$ cat src/rtl/mux_nx1_reg.sv
// mux_nx1_reg -- N-to-1 channel multiplexer with a one-word registered output.
//
// One input channel is granted per cycle. The granted channel sees in_ready
// whenever the output register can accept a word, i.e. when it is empty or
// being drained this same cycle. A transfer happens when the granted channel
// also has in_valid high; the word appears on y one edge later, tagged with
// its channel index on y_ch.
//
// Optional feature macro: MUX_RR_EN
//   defined   : mode = 1 selects round-robin arbitration starting at a
//               rotating pointer; mode = 0 uses sel.
//   undefined : mode is ignored, sel always picks the channel, no pointer.
//
// Ports
//   clk      in   rising-edge clock
//   rst_n    in   asynchronous active-low reset
//   in_data  in   CHANNELS*WIDTH, channel k at [k*WIDTH +: WIDTH]
//   in_valid in   CHANNELS, per-channel valid
//   in_ready out  CHANNELS, one-hot (granted channel) or zero
//   sel      in   SELW, channel index in fixed-select mode
//   mode     in   0 = fixed select, 1 = round-robin (MUX_RR_EN only)
//   y        out  WIDTH, registered selected data
//   y_valid  out  y holds an unconsumed word
//   y_ch     out  SELW, channel index that produced y
//   y_ready  in   downstream accept
module mux_nx1_reg #(
  parameter int WIDTH    = 8,
  parameter int CHANNELS = 4,
  parameter int SELW     = $clog2(CHANNELS)
) (
  input  logic                      clk,
  input  logic                      rst_n,
  input  logic [CHANNELS*WIDTH-1:0] in_data,
  input  logic [CHANNELS-1:0]       in_valid,
  output logic [CHANNELS-1:0]       in_ready,
  input  logic [SELW-1:0]           sel,
  input  logic                      mode,
  output logic [WIDTH-1:0]          y,
  output logic                      y_valid,
  output logic [SELW-1:0]           y_ch,
  input  logic                      y_ready
);

  logic             load_en;
  logic             fx_vld;
  logic             gnt_vld;
  logic [SELW-1:0]  gnt;
  logic [WIDTH-1:0] gnt_data;
  logic             xfer;

  logic [WIDTH-1:0] y_p0;
  logic [SELW-1:0]  y_ch_p0;
  logic             vld_p0;

  // The output register may take a new word when empty or drained this cycle.
  assign load_en = !vld_p0 || y_ready;

  // Out-of-range select indices grant nothing.
  assign fx_vld = ({1'b0, sel} < (SELW+1)'(CHANNELS));

`ifdef MUX_RR_EN
  logic [SELW-1:0]       ptr_p0;
  logic [2*CHANNELS-1:0] rr_rot;
  logic [SELW:0]         rr_sum;
  logic                  rr_vld;
  logic [SELW-1:0]       rr_gnt;

  // Rotate the valid vector so bit 0 is the pointer position; the lowest set
  // bit is then the first requester at or after the pointer. Scanning from
  // the top down lets the lowest offset overwrite any later one.
  always_comb begin
    rr_rot = {in_valid, in_valid} >> ptr_p0;
    rr_vld = 1'b0;
    rr_gnt = '0;
    rr_sum = '0;
    for (int i = CHANNELS - 1; i >= 0; i--) begin
      if (rr_rot[i]) begin
        rr_vld = 1'b1;
        rr_sum = {1'b0, ptr_p0} + (SELW+1)'(i);
        if (rr_sum >= (SELW+1)'(CHANNELS)) begin
          rr_sum = rr_sum - (SELW+1)'(CHANNELS);
        end
        rr_gnt = rr_sum[SELW-1:0];
      end
    end
  end

  always_comb begin
    if (mode) begin
      gnt_vld = rr_vld;
      gnt     = rr_gnt;
    end else begin
      gnt_vld = fx_vld;
      gnt     = sel;
    end
  end

  // Pointer advances past whichever channel just transferred.
  always_ff @(posedge clk or negedge rst_n) begin
    if (!rst_n) begin
      ptr_p0 <= '0;
    end else if (xfer) begin
      if ({1'b0, gnt} + 1'b1 >= (SELW+1)'(CHANNELS)) begin
        ptr_p0 <= '0;
      end else begin
        ptr_p0 <= gnt + 1'b1;
      end
    end
  end
`else
  logic unused_mode;
  assign unused_mode = mode;

  always_comb begin
    gnt_vld = fx_vld;
    gnt     = sel;
  end
`endif

  // Data path select; in_ready never looks at in_data.
  always_comb begin
    gnt_data = '0;
    for (int k = 0; k < CHANNELS; k++) begin
      if (gnt == SELW'(k)) begin
        gnt_data = in_data[k*WIDTH +: WIDTH];
      end
    end
  end

  // rst_n gates in_ready so nothing is offered while reset is held.
  always_comb begin
    in_ready = '0;
    for (int k = 0; k < CHANNELS; k++) begin
      if (rst_n && gnt_vld && load_en && (gnt == SELW'(k))) begin
        in_ready[k] = 1'b1;
      end
    end
  end

  assign xfer = |(in_ready & in_valid);

  // Stage p0: output word register
  always_ff @(posedge clk or negedge rst_n) begin
    if (!rst_n) begin
      y_p0    <= '0;
      y_ch_p0 <= '0;
      vld_p0  <= 1'b0;
    end else if (xfer) begin
      y_p0    <= gnt_data;
      y_ch_p0 <= gnt;
      vld_p0  <= 1'b1;
    end else if (y_ready) begin
      vld_p0  <= 1'b0;
    end
  end

  assign y       = y_p0;
  assign y_ch    = y_ch_p0;
  assign y_valid = vld_p0;

endmodule

$ cat config.mk
export PLATFORM = sky130hd
export DESIGN_NAME = mux_nx1_reg
export DESIGN_NICKNAME = d
export VERILOG_FILES = /design/src/rtl/mux_nx1_reg.sv
export SDC_FILE = /design/constraint.sdc
export NUM_CORES = 1
export LEC_CHECK = 0
export ABC_AREA = 1
export BUFFER_PORTS_ARGS = -buffer_cell sky130_fd_sc_hd__buf_2
export CAP_MARGIN = 20
export CORE_UTILIZATION = 37
export CTS_CLUSTER_SIZE = 14
export DETAILED_ROUTE_END_ITERATION = 10
export GPL_TIMING_DRIVEN = 0
export PLACE_DENSITY = 0.72
export SYNTH_ARGS = -nofsm -noshare
export SYNTH_HDL_FRONTEND = slang
export SYNTH_SLANG_ARGS = --single-unit
$ cat constraint.sdc
create_clock -name clk -period 3.5 [get_ports clk]
set_clock_uncertainty 0.2 [all_clocks]
set_input_delay 0.35 -clock clk [delete_from_list [all_inputs] [get_ports clk]]
set_output_delay 0.35 -clock clk [all_outputs]
set_load 0.02 [all_outputs]
==> impl_metrics.json, run 1 <==
{
  "status": "completed",
  "die-area_mm2": 0.00236,
  "endpoint": "in_ready[2]",
  "die_x_um": 48.6,
  "finalSetupTns_ps": 0,
  "synth_area_um2": 802,
  "r2r_end": "y[3]",
  "final_common_cell": "nand2_1",
  "final_cell_mix": "nand2_1, buf_2, dfrtp_1",
  "netlist-cell-type-count": 20,
  "wirelength_mm": 2.16,
  "fin_nets": 210,
  "max_freq_mhz": 416,
  "die_y_um": 48.6,
  "critPathSlowestCell": "dlygate4sd3_1",
  "synth_nets": 151,
  "dpl_cell_area_mm2": 0.00110,
  "dp_hpwl_mm": 1.75,
  "drt-initial-drc-count": 7,
  "drv_slew": 0,
  "path_clk_slew_ps": 70,
  "p_total_uw": 444,
  "start_kind": "primary input",
  "clk-insertion-delay-late_ps": 270,
  "vias_per_cell": 4.77,
  "worst_ep_arrival_time_ps": 1850,
  "worstReg2RegStart": "y_valid",
  "grt_pass1_vias": 932,
  "holdWs_ps": 209,
  "leakage_nw": 0.650,
  "rsz0062_at_grt": "no",
  "n_antenna_cell": 0,
  "drive_gt1_share_pct": 43.7,
  "cts_buffers": 3,
  "crit_chain": "dlygate4sd3_1 > buf_2 > inv_1 > a21oi_2 > inv_1 > nor3_1 > buf_2",
  "tightestPinTransition_ps": 330,
  "ant_nets": 0,
  "cts_max_path_buffers": 2,
  "place_inst": 189,
  "cpPeakStageDelay_ps": 520,
  "crit_fanout": 14,
  "clkSinkCount": 11,
  "reg2reg_depth": 7,
  "fin_crit_sh_pct": 68.7,
  "post-route-util_pct": 56.8,
  "ff2ff_setup_slack_ps": 2040,
  "cts_tree": "built",
  "final-instance-count-excl-fill": 194,
  "antenna_found_initial": 0,
  "end_kind": "output pin",
  "setup_slack_ps": 1100,
  "powerDensity_mw_per_mm2": 390,
  "drt-pass1-iter-count": 4,
  "ir_drop_mv": 0.288,
  "synth_area_per_cell_um2": 7.36,
  "worst_ep_required_time_ps": 2950,
  "max_cap_violations": 0,
  "worst_hold_path_type": "in -> reg",
  "htree_num_levels": 1,
  "routedWlPerCell_um": 11.1,
  "final_area_mm2": 0.00114,
  "yosysWarnings": 0,
  "relSlewSlack_pct": 78.0,
  "worstSetupPathType": "in -> out",
  "start_util_pct": 40.1,
  "core_area_mm2": 0.00200,
  "grt_pass1_wl_mm": 3.88,
  "rows": 16,
  "numPortBuffers": 53,
  "grt_overflow_total": 0,
  "place_ws_ps": 1620,
  "setup_viol": 0,
  "setup.worst_path.start": "rst_n",
  "cts_setup_buffers": 0,
  "syn_inst": 109,
  "postCtsHoldBufs": 1,
  "cts.root.buffer_cell": "clkbuf_4",
  "ys_seq_elements": 11,
  "yosysSeqAreaShare_pct": 34.3,
  "grt_usage_pct": 21.2,
  "min_period_ps": 2400,
  "drcViolationCount": 0,
  "cts_resized": 0,
  "synthToLayoutAreaGrowth_pct": 41.8,
  "grt_start_max_net_pins": 15,
  "gp_congestion": 0.771,
  "pin_count": 57,
  "vias": 925,
  "hold_viol": 0
}
## critical path: cells and delay by family
kind	cells	cell delay (ps)
buffers and inverters	5	1210
AO/OA/AOI/OAI	1	160
AND/OR/NAND/NOR	1	130
## cell type report
type	instances	area [um^2]
Fill cell	185	865
Multi-Input combinational cell	87	450
Sequential cell	11	275
Timing Repair Buffer	54	275
Buffer	4	45.0
Tap cell	27	33.8
Inverter	7	31.3
Clock buffer	4	26.3
## state kept, by name, indices dropped and copies added (netlist names)
| register | count |
|---|---|
| y_valid | 1 |
| y | 8 |
| y_ch | 2 |
## per-layer routing
metal / global-route usage, % / part of all wire [%]
met3: 0.943 / 3.9
met5: 0 / 0
met2: 40.1 / 52
met4: 11.8 / 1.7
met1: 23.5 / 42
## power breakdown
part / switching, mW / internal (mW) / leakage (nW)
combinational: 0.111 / 0.0696 / 0.497
clock: 0.0434 / 0.0441 / 0.0150
sequential: 0.0176 / 0.158 / 0.138
total: 0.172 / 0.271 / 0.650
## synthesized netlist by cell type (all sizes together)
library cell / number / area, um^2
nor2: 5 / 61.3
nor3: 3 / 15.0
nand3: 2 / 10.0
buf: 4 / 45.0
nand4: 10 / 83.8
a21oi: 1 / 8.76
inv: 7 / 31.3
o21ai: 9 / 45.0
dfrtp: 11 / 275
nand2: 57 / 226
## worst min-delay path by stage
stage	start	endpoint	slack, ps	cells after the start
final	in_data[11]	y[3]	210	5
after global placement	rst_n	y_ch[1]	60	1
after detailed placement	rst_n	y_ch[0]	70	1
after CTS	sel[0]	y_ch[0]	200	3
after global routing	sel[0]	y_ch[0]	220	3
after floorplan	rst_n	y[0]	-150	0
## logic make-up after synthesis
family	Yosys count	synth area share, %
buf+inv	11	9.51
compound gates	10	6.71
simple gates	77	49.5
flops	11	34.3
(Power assumes the default switching activity.)
==> run 2, diff against run 1 <==
--- a/config.mk
+++ b/config.mk
@@ -5,14 +5,14 @@
 export SDC_FILE = /design/constraint.sdc
 export NUM_CORES = 1
 export LEC_CHECK = 0
-export ABC_AREA = 1
+export ABC_AREA = 0
 export BUFFER_PORTS_ARGS = -buffer_cell sky130_fd_sc_hd__buf_2
 export CAP_MARGIN = 20
 export CORE_UTILIZATION = 37
 export CTS_CLUSTER_SIZE = 14
 export DETAILED_ROUTE_END_ITERATION = 10
 export GPL_TIMING_DRIVEN = 0
-export PLACE_DENSITY = 0.72
+export PLACE_DENSITY = 0.74
 export SYNTH_ARGS = -nofsm -noshare
 export SYNTH_HDL_FRONTEND = slang
 export SYNTH_SLANG_ARGS = --single-unit
==> constraint.sdc (replaced) <==
create_clock -name clk -period 2.4 [get_ports clk]
set_clock_uncertainty 0.2 [all_clocks]
set_input_delay 0.24 -clock clk [delete_from_list [all_inputs] [get_ports clk]]
set_output_delay 0.24 -clock clk [all_outputs]
set_load 0.02 [all_outputs]
==> run 2 against run 1 <==
Net effect: cell count is 32% lower; wire length fell by 26%; critical endpoint is now in_ready[0]; sequential share of layout area grew 1.6 points; combinational power up 45%; register-to-register slack lost 1100 ps; non-clock buffer count unchanged; utilization increased by 2.9 points; hold slack worse by 3.1 ps; total power increased by 45%; clock-buffer cell count did not move; via count decreased by 30%.
==> impl_metrics.json, run 2 <==
{
  "status": "completed",
  "grt_pass1_vias": 595,
  "finalSetupTns_ps": 0,
  "synth_area_per_cell_um2": 15.5,
  "clk-insertion-delay-late_ps": 260,
  "synth_nets": 89,
  "start_kind": "primary input",
  "cts_buffers": 3,
  "relSlewSlack_pct": 64.6,
  "drv_slew": 0,
  "die_x_um": 46.3,
  "die-area_mm2": 0.00215,
  "min_period_ps": 1970,
  "netlist.area_leader.share_pct": 37.9,
  "fin_crit_sh_pct": 82.0,
  "grt_pass1_wl_mm": 2.30,
  "dp_hpwl_mm": 1.26,
  "r2r_end": "y[5]",
  "min-delay-start": "in_data[25]",
  "worstSetupPathType": "in -> out",
  "drt-initial-drc-count": 1,
  "drcViolationCount": 0,
  "synth_area_leaders": "dfrtp_1, mux2_2, mux4_2, mux4_1, nand3_4",
  "leakage_nw": 0.536,
  "final_cell_mix": "buf_2, mux2_2, dfrtp_1",
  "ir_drop_mv": 0.388,
  "antenna_found_initial": 0,
  "yosysSeqAreaShare_pct": 37.9,
  "setup_viol": 0,
  "hold_path_end": "y[1]",
  "cts_setup_buffers": 0,
  "worstReg2RegStart": "y_valid",
  "postCtsHoldBufs": 1,
  "pin_count": 57,
  "cts_resized": 0,
  "wirelength_mm": 1.60,
  "cts_max_path_buffers": 2,
  "seqCellArea_um2": 275,
  "yosysTopAreaCell": "dfrtp_1",
  "multiInputGateArea_um2": 418,
  "worst_ep_arrival_time_ps": 1530,
  "gp_congestion": 0.670,
  "crit_fanout": 16,
  "grt_overflow_total": 0,
  "end_kind": "output pin",
  "drt-pass1-iter-count": 2,
  "fin_nets": 149,
  "max_cap_violations": 0,
  "path_clk_slew_ps": 70,
  "reg2reg_depth": 3,
  "powerDensity_mw_per_mm2": 603,
  "tightestPinTransition_ps": 531,
  "ant_nets": 0,
  "ff2ff_setup_slack_ps": 970,
  "ys.flop_type": "dfrtp_1",
  "fill_cells": 149,
  "hold_viol": 0,
  "ys_top_cells_by_count": "dfrtp_1, mux2_2, mux4_2",
  "cts_tree": "built",
  "largest_reg_flops": 8,
  "synth_edf_count": 0,
  "die_y_um": 46.3,
  "core_area_mm2": 0.00178,
  "ys_seq_elements": 11,
  "place_inst": 126,
  "routedWlPerCell_um": 12.2,
  "yosysWarnings": 0,
  "grt_usage_pct": 15.5,
  "htree_num_levels": 1,
  "holdWs_ps": 206,
  "worst_hold_path_type": "in -> reg",
  "rows": 15,
  "max_freq_mhz": 508,
  "whs_path_depth": 3,
  "clkSinkCount": 11,
  "final-instance-count-excl-fill": 131,
  "drive_gt1_share_pct": 72.6,
  "vias": 647,
  "synthToLayoutAreaGrowth_pct": 46.5,
  "post-route-util_pct": 59.7,
  "cts.root.buffer_cell": "clkbuf_4",
  "n_antenna_cell": 0,
  "rsz0062_at_grt": "no",
  "syn_inst": 47,
  "worst_ep_required_time_ps": 1960,
  "p_total_uw": 642,
  "synth_area_um2": 727,
  "start_util_pct": 40.8,
  "grt_start_max_net_pins": 17,
  "async_reset_ff_share_pct": 100,
  "vias_per_cell": 4.94,
  "final_common_cell": "buf_2",
  "netlist-cell-type-count": 16,
  "numPortBuffers": 54
}
==> run 2: cell types whose count changed after synthesis, moves of 4 or more <==
cell / before / now
nand2_1: 54 / 2
o21ai_1: 6 / 0
mux2_2: 0 / 11
nand4_1: 8 / 0
mux4_2: 0 / 5
mux4_1: 0 / 4
==> run 2: per-stage QoR <==
stage          cell area (um^2)  setup WS [ps]
2_1_floorplan               727            719
3_3_place_gp               1030            626
3_5_place_dp               1030            607
4_1_cts                    1060            409
5_1_grt                    1060            255
6_report                   1060            431
==> run 2: area by class of cell <==
cell class                 count  area share [%]
sequential                    11            25.9
buffer                         3            2.82
clock buffer                   4            2.47
multi-input combinational     32            39.2
inverter                       1           0.353
tap                           25            2.94
timing repair buffer          55            26.3
==> run 2: how the worst max path moves through the flow <==
| stage | start | to | slack, ps | cells after the start |
|---|---|---|---|---|
| 3_3_place_gp | sel[1] | y[2] | 630 | 4 |
| 6_report | rst_n | in_ready[0] | 430 | 5 |
| 2_1_floorplan | sel[0] | y[0] | 720 | 4 |
| 3_5_place_dp | sel[1] | y[2] | 610 | 4 |
| 5_1_grt | rst_n | in_ready[0] | 250 | 5 |
| 4_1_cts | rst_n | in_ready[0] | 410 | 5 |
==> run 2: logic make-up (layout without fill, tap and decap cells) <==
logic type             count (synthesis)  in the layout  share of synthesized area (%)
AND/OR/NAND/NOR                       10             10                           8.09
AO/OA/AOI/OAI                          2              2                           2.41
multiplexers                          20             20                           47.0
buffers and inverters                  4             63                           4.65
flip-flops                            11             11                           37.9
==> run 2: per-layer routing <==
layer	GRT usage, %	vias to the layer above	part of all wire [%]
li1	-	309	-
met1	16.9	299	42
met2	27.8	39	48
met3	6.27	0	9.5
met4	3.53	0	0
met5	0	-	0
==> run 2: report_power, final <==
| group | switching (mW) | total (mW) | leakage (nW) | internal (mW) |
|---|---|---|---|---|
| combinational | 0.134 | 0.263 | 0.392 | 0.129 |
| sequential | 0.0214 | 0.255 | 0.128 | 0.233 |
| clock | 0.0602 | 0.124 | 0.0150 | 0.0642 |
| total | 0.216 | 0.642 | 0.536 | 0.426 |
==> run 2: worst max-delay path, cell delays in order <==
cell	delay (ps)
dlygate4sd3_1	520
buf_2	330
nand2_1	120
nor3_1	130
buf_2	180
